**config.mk**
```make
export PLATFORM = sky130hd
export DESIGN_NAME = apb_bus_arb
export DESIGN_NICKNAME = d
export VERILOG_FILES = /design/src/rtl/apb_bus_arb.sv
export SDC_FILE = /design/constraint.sdc
export NUM_CORES = 1
export LEC_CHECK = 0
export CAP_MARGIN = 20
export CORE_ASPECT_RATIO = 0.6
export CORE_MARGIN = 2
export CORE_UTILIZATION = 42
export CTS_BUF_LIST = sky130_fd_sc_hd__clkbuf_4 sky130_fd_sc_hd__clkbuf_8
export CTS_CLUSTER_DIAMETER = 30
export DETAILED_ROUTE_END_ITERATION = 10
export PLACE_DENSITY = 0.87
export SETUP_SLACK_MARGIN = 0.02
export SLEW_MARGIN = 15
export SYNTH_ARGS = -nofsm -noshare
export SYNTH_HDL_FRONTEND = slang
export SYNTH_SLANG_ARGS = --single-unit
export TNS_END_PERCENT = 1
```
**constraint.sdc**
```tcl
create_clock -name hclk -period 7.19 [get_ports hclk]
set_input_delay 1.438 -clock hclk [delete_from_list [all_inputs] [get_ports hclk]]
set_output_delay 1.438 -clock hclk [all_outputs]
set_load 0.01 [all_outputs]
```
**src/rtl/apb_bus_arb.sv**
```systemverilog
// Round-robin arbiter and APB master sequencer letting NUM_REQ requesters share one APB bus.
// Each granted request runs SETUP -> ACCESS (wait states, pslverr, timeout abort) -> RESP.
`timescale 1ns/1ps
module apb_bus_arb #(
  parameter int NUM_REQ        = 2,
  parameter int ADDR_WIDTH     = 32,
  parameter int DATA_WIDTH     = 32,
  parameter int TIMEOUT_CYCLES = 255
) (
  input  logic                             hclk,
  input  logic                             hreset,
  input  logic [NUM_REQ-1:0]               req_valid,
  input  logic [NUM_REQ*ADDR_WIDTH-1:0]    req_addr,
  input  logic [NUM_REQ-1:0]               req_write,
  input  logic [NUM_REQ*DATA_WIDTH-1:0]    req_wdata,
  output logic [NUM_REQ-1:0]               req_gnt,
  output logic [NUM_REQ-1:0]               req_done,
  output logic [DATA_WIDTH-1:0]            rsp_rdata,
  output logic                             rsp_err,
  output logic                             rsp_timeout,
  output logic                             psel,
  output logic                             penable,
  output logic [ADDR_WIDTH-1:0]            paddr,
  output logic                             pwrite,
  output logic [DATA_WIDTH-1:0]            pwdata,
  input  logic [DATA_WIDTH-1:0]            prdata,
  input  logic                             pready,
  input  logic                             pslverr
);

  localparam int         IDX_W   = (NUM_REQ > 1) ? $clog2(NUM_REQ) : 1;
  localparam bit         TO_EN   = (TIMEOUT_CYCLES != 0);
  localparam logic [7:0] TO_LAST = 8'((TIMEOUT_CYCLES > 0) ? TIMEOUT_CYCLES - 1 : 0);

  typedef enum logic [1:0] {IDLE, SETUP, ACCESS, RESP} state_t;

  state_t                 state;
  logic [IDX_W-1:0]       last_idx;
  logic [7:0]             to_cnt;

  logic [IDX_W-1:0]       win_idx;
  logic [ADDR_WIDTH-1:0]  win_addr;
  logic                   win_write;
  logic [DATA_WIDTH-1:0]  win_wdata;
  logic [NUM_REQ-1:0]     win_onehot;
  logic                   to_hit;

  // First requester with valid set, searching upward from the one after the last grant.
  function automatic logic [IDX_W-1:0] rr_pick(input logic [NUM_REQ-1:0] vld,
                                               input logic [IDX_W-1:0]   last);
    logic [IDX_W-1:0] pick;
    logic             found;
    int               idx;
    pick  = last;
    found = 1'b0;
    for (int off = 1; off <= NUM_REQ; off++) begin
      idx = (int'(last) + off) % NUM_REQ;
      if (!found && vld[idx]) begin
        pick  = IDX_W'(idx);
        found = 1'b1;
      end
    end
    return pick;
  endfunction

  always_comb begin
    win_idx    = rr_pick(req_valid, last_idx);
    win_addr   = req_addr[win_idx*ADDR_WIDTH +: ADDR_WIDTH];
    win_write  = req_write[win_idx];
    win_wdata  = req_wdata[win_idx*DATA_WIDTH +: DATA_WIDTH];
    win_onehot = NUM_REQ'(1) << win_idx;
    to_hit     = TO_EN && (to_cnt == TO_LAST);
  end

  always_ff @(posedge hclk or posedge hreset) begin
    if (hreset) begin
      state       <= IDLE;
      last_idx    <= IDX_W'(NUM_REQ - 1);
      to_cnt      <= '0;
      req_gnt     <= '0;
      req_done    <= '0;
      rsp_rdata   <= '0;
      rsp_err     <= 1'b0;
      rsp_timeout <= 1'b0;
      psel        <= 1'b0;
      penable     <= 1'b0;
      paddr       <= '0;
      pwrite      <= 1'b0;
      pwdata      <= '0;
    end else begin
      case (state)
        IDLE: begin
          if (|req_valid) begin
            paddr    <= win_addr;
            pwrite   <= win_write;
            pwdata   <= win_wdata;
            req_gnt  <= win_onehot;
            last_idx <= win_idx;
            psel     <= 1'b1;
            state    <= SETUP;
          end
        end
        SETUP: begin
          penable <= 1'b1;
          state   <= ACCESS;
        end
        ACCESS: begin
          if (pready) begin
            rsp_rdata   <= pwrite ? '0 : prdata;
            rsp_err     <= pslverr;
            rsp_timeout <= 1'b0;
            psel        <= 1'b0;
            penable     <= 1'b0;
            req_done    <= req_gnt;
            to_cnt      <= '0;
            state       <= RESP;
          end else if (to_hit) begin
            // Hung slave: abort and report an error without read data.
            rsp_rdata   <= '0;
            rsp_err     <= 1'b1;
            rsp_timeout <= 1'b1;
            psel        <= 1'b0;
            penable     <= 1'b0;
            req_done    <= req_gnt;
            to_cnt      <= '0;
            state       <= RESP;
          end else begin
            to_cnt <= to_cnt + 8'd1;
          end
        end
        RESP: begin
          req_done <= '0;
          req_gnt  <= '0;
          state    <= IDLE;
        end
        default: state <= IDLE;
      endcase
    end
  end

endmodule
```
Word-level counts from Yosys, hierarchy flattened. Index checks and enable logic that the tools add are counted.

Bitwise logic cells: 2. Order comparisons: 3. Divide/modulo/power cells: 0. Mux-type cells: 33. Multiply operators: 0. Shifts and indexed selects: 3. Add/subtract/negate cells: 3. Reductions and logical operators: 16. Eq/ne operators: 6.

Operator list (count): variable part select 64 x 7 -> 32 bit (2); two-way mux 32 bit (3); two-way mux 1 bit (17); two-way mux 8 bit (2); two-way mux 2 bit (6); AND reduction 2 bit (6); nonzero test 2 bit (5); adder 8 x 1 -> 8 bit, second input constant (1); == test 8 bit, second input constant (1); case mux 2 bit (2 select lines) (2); case mux 2 bit (4 select lines) (1); < comparator 2 x 3 -> 1 bit, second input constant (2); == test 2 bit, second input constant (2); case mux 1 bit (2 select lines) (2); inequality test 3 bit, second input constant (1); AND reduction 3 bit (1); adder 1 bit, second input constant (2); AND 1 bit, first input constant (2); == test 2 x 1 -> 1 bit, second input constant (1); zero test 2 bit (1); < comparator 1 x 2 -> 1 bit, second input constant (1); inequality test 2 bit, second input constant (1); OR reduction 2 bit (1); << shifter 1 x 1 -> 2 bit, first input constant (1); other kinds (2) (2).

Register bits: 116. Input port bits: 168. RAM bits: 0. Bits in read-only memories: 0. Memories kept: 0. Latch bits: 0. Output and inout bits: 105.

Longest topological paths before layout.
Word-level depth: 12. Depth in mapped cells: 8.

Worst setup path before layout. No wires, ideal clock.

Path kind: input to register. Start: input port req_valid[1]. End: register paddr[0]. Setup time: 0.127 ns. Buffers on the path: 2. Path slack: 4.847 ns. Arrival: 2.216 ns. Cell stages on the path: 6. Cell sequence: nand2_1 a21oi_1 buf_2 buf_2 a222oi_1 inv_1.

Longest elaborated chain between the ends: 8. Elaborated cells on any way between the ends: 14. Classes of those cells: shift (1); mux (9); reduce/logical (4).

Ends and longest elaborated chain: start: declaration (RTL line 12) `input logic [NUM_REQ-1:0] req_valid,`; two-way mux 1 bit (implied by the code) (3 in a row) (RTL line 58) `if (!found && vld[idx]) begin`; two-way mux 1 bit (RTL line 58); zero test 1 bit (RTL line 58); logical AND 1 bit (RTL line 58); two-way mux 1 bit (RTL line 58); variable part select 64 x 7 -> 32 bit (RTL line 68) `win_addr = req_addr[win_idx*ADDR_WIDTH +: ADDR_WIDTH];`; end signal: assignment (RTL line 94) `paddr <= win_addr;`; end: declaration (RTL line 23) `output logic [ADDR_WIDTH-1:0] paddr,`.

Several ways; a longest one is shown, not always the timed one. The select of a mux whose other input is x is not followed. A chain may end at the register's enable or synchronous reset.

Worst setup path after layout.
Start: input port req_valid[0]. End: register paddr[2].

The elaborated chain is that of the path after synthesis.

==> metrics.md <==
| Metric | Value |
|---|---|
| Routed Antenna Nets | 0 |
| Synth area leaders | dfrtp_1 (61%), a222oi_1 (14%), a22o_1 (6.1%), inv_1 (5.7%), buf_2 (1.6%) |
| Crit Path Max Fanout | 44 |
| Setup TNS | 0 ns |
| GRT Residual Overflow | 0 |
| Die H | ~86 um |
| Critical path class | in -> reg |
| Core Box Area | around 11000 sq um |
| Post-synth top area share | around 61% |
| Max Transition Viols Final | 0 |
| First-pass GRT wire length | 24000 um |
| Worst hold path cell count | 2 |
| Crit end category | flip-flop |
| Cell row count | 30 |
| Slowest cell delay on critical path | slightly above 0.6 ns |
| Sequential fraction of the synthesis area | 61.1% |
| Hold_buf cts | 0 |
| CP max stage cell | clkdlybuf4s50_1 |
| RSZ-0062 raised after global routing | false |
| Least-Margin Pin Slew | between 0.7 and 0.8 ns |
| Final Hold Vio Count | 0 |
| Clock Tree Buf Depth | 2 |
| Syn. warnings | 0 |
| Worst slew margin | between 40% and 50% |
| 1st-pass router iterations | 7 |
| Layout cells sized above 1 | between 7 and 8% |
| Worst hold path type | reg -> reg |
| Number of vias per cell | ~5.6 |
| Fin Hold WS | slightly below 0.5 ns |
| Clock Latency Late Sink | about 0.42 ns |
| Die area | 12200 sq um |
| CP required | 7.54 ns |
| Largest net degree at the start of global routing | between 60 and 70 |
| Die width | between 100 and 150 um |
| Pwr/cell area | around 400 nW/um^2 |
| Hpwl dp | ~12000 um |
| Status | completed |
| Placer Congestion | 0.868 |
| Final Cycle Share | between 40% and 50% |
| Vias in the first global route | between 4000 and 5000 |
| Initial antenna violation count | 0 |
| Total leakage power | between 3 and 4 nW |
| Syn Nets | about 560 |
| Crit path arrival time | between 3 and 4 ns |
| R2R Setup Slk | around 4.8 ns |
| TritonCTS Buffers | 17 |
| Routed WL per cell | just under 20 um |
| Clk slew on worst S/H paths | roughly 0.07 ns |
| Final #Nets | 827 |
| Root Buffer Master | clkbuf_8 |
| CP startpoint kind | input pin |
| Worst VDD drop | 0.000202 V |
| Prevailing post-synth register cell | dfrtp_1 |
| Drt total wl | about 16000 um |
| CTS tree | done |
| Crit path time final | 3.24 ns |
| Cell taking the most area after synthesis | dfrtp_1 |
| Clock sink count | about 120 |
| DR vias | ~4500 |
| 1st-iter DRT viols | around 470 |
| Max-Cap Viols | 0 |
| Seq cells post-synth | ~120 |
| Fmax | 0.309 GHz |
| IO buf count | ~270 |
| Post-Syn Instances | 387 |
| Residual DRC | 0 |
| Post-synth design cell area | between 4000 and 5000 sq um |
| Post-synth ARST share | 100% |
| Average size of a mapped cell | 12.3 sq um |
| Area growth, synth to finish | 69.3% |
| Total global-route track usage | between 20% and 30% |
| Post-CTS setup buffers | 0 |
| Initial Utilization | 42.6% |
| EDFF count, synth | 0 |
| Final setup violation count | 0 |
| Worst-case reg-to-reg path depth | 7 |
| Final core occ | between 70% and 80% |
| Crit path cell chain | clkdlybuf4s50_1 -> nand2_1 -> a21oi_4 -> buf_4 -> a222oi_1 -> inv_1 |
| Htree depth | 4 |
| Io pins | 273 |
| CTS resizes | 0 |
| Most numerous cell in the Yosys netlist | dfrtp_1 |
| Post-synth top cells | dfrtp_1 (115), inv_1 (72), a222oi_1 (65) |
| Fillers | 760 |
| N_diodes | 0 |
| Netlist cell types | 37 |
| Worst Skew | ~0.012 ns |
report_power, final:
| part | total [mW] | switching, mW | leakage (nW) | internal, mW |
|---|---|---|---|---|
| clock | 0.704 | 0.273 | 0.226 | 0.431 |
| sequential | 1.13 | 0.193 | 1.46 | 0.940 |
| combinational | 1.44 | 0.653 | 2.04 | 0.791 |
| total | 3.28 | 1.12 | 3.73 | 2.16 |
flip-flops by register name (all words and copies together) (netlist names):
name / cells
last_idx: 1
paddr: 32
penable: 1
psel: 1
pwdata: 32
pwrite: 1
req_done: 2
req_gnt: 2
rsp_err: 1
rsp_rdata: 32
rsp_timeout: 1
state: 2
to_cnt: 8
metrics by stage:
step | instances | total power, mW | cell area (sq um) | worst slack (ns)
floorplan | 387 | 1.78 | 4750 | 2.68
global placement | 778 | 2.51 | 7570 | 3.68
detailed placement | 778 | 2.58 | 7570 | 3.57
CTS | 810 | 3.29 | 8040 | 4.02
global route | 810 | 3.46 | 8040 | 3.85
finish | 810 | 3.28 | 8040 | 3.95
area by class of cell:
class	count	area, sq um	share of cell area, %
clock inverters	12	204	2.54
clock buffers	20	263	3.27
repair buffers	276	2750	34.2
multi-input cells	170	1470	18.2
well taps	144	180	2.24
flip-flops and latches	116	2900	36.1
inverters	72	273	3.39
cell usage in the layout (no fill, tap or decap), drive strengths merged, types with 5 or more instances in the layout:
master	netlist	final
o21ai	7	7
bufinv	0	5
clkbuf	11	20
a22o	33	33
nand3	6	6
nor2	9	9
ha	6	6
a21oi	7	7
nand2	13	13
clkdlybuf4s50	0	272
inv	72	72
a222oi	65	65
dfrtp	115	115
cells by family (layout without fill, tap and decap cells):
group / after synthesis / in the layout / share of synthesized area [%]
muxes: 2 / 2 / 0.448
adders and majority gates: 6 / 6 / 1.58
buffers and inverters: 101 / 380 / 8.88
and+or+nand+nor: 38 / 38 / 4.24
xor gates and xnor gates: 3 / 3 / 0.553
DFF: 116 / 116 / 61.1
AOI/OAI and AO/OA: 121 / 121 / 23.2
metal layers:
layer | vias up | track usage [%] | part of all wire, %
met3 | 28 | 9.50 | 9.4
met1 | 2276 | 31.3 | 39
met2 | 214 | 42.6 | 50
met4 | 0 | 7.91 | 1.6
li1 | 1996 | - | -
met5 | - | 0 | 0
final timing paths:
path / from / endpoint
max in group asynchronous: hreset / pwrite
min in group asynchronous: hreset / rsp_rdata[25]
hold / removal: pwdata[4] / pwdata[4]
hold reg to reg: pwdata[4] / pwdata[4]
setup reg to reg: state[0] / paddr[2]
setup / recovery: req_valid[0] / paddr[2]
worst max-delay path: cells and delay by family:
kind | cells | cell delay (ns)
buffers and inverters | 3 | 1.28
and+or+nand+nor | 1 | 0.13
AOI/OAI and AO/OA | 2 | 0.72
Power figures use the tool's default switching activity.
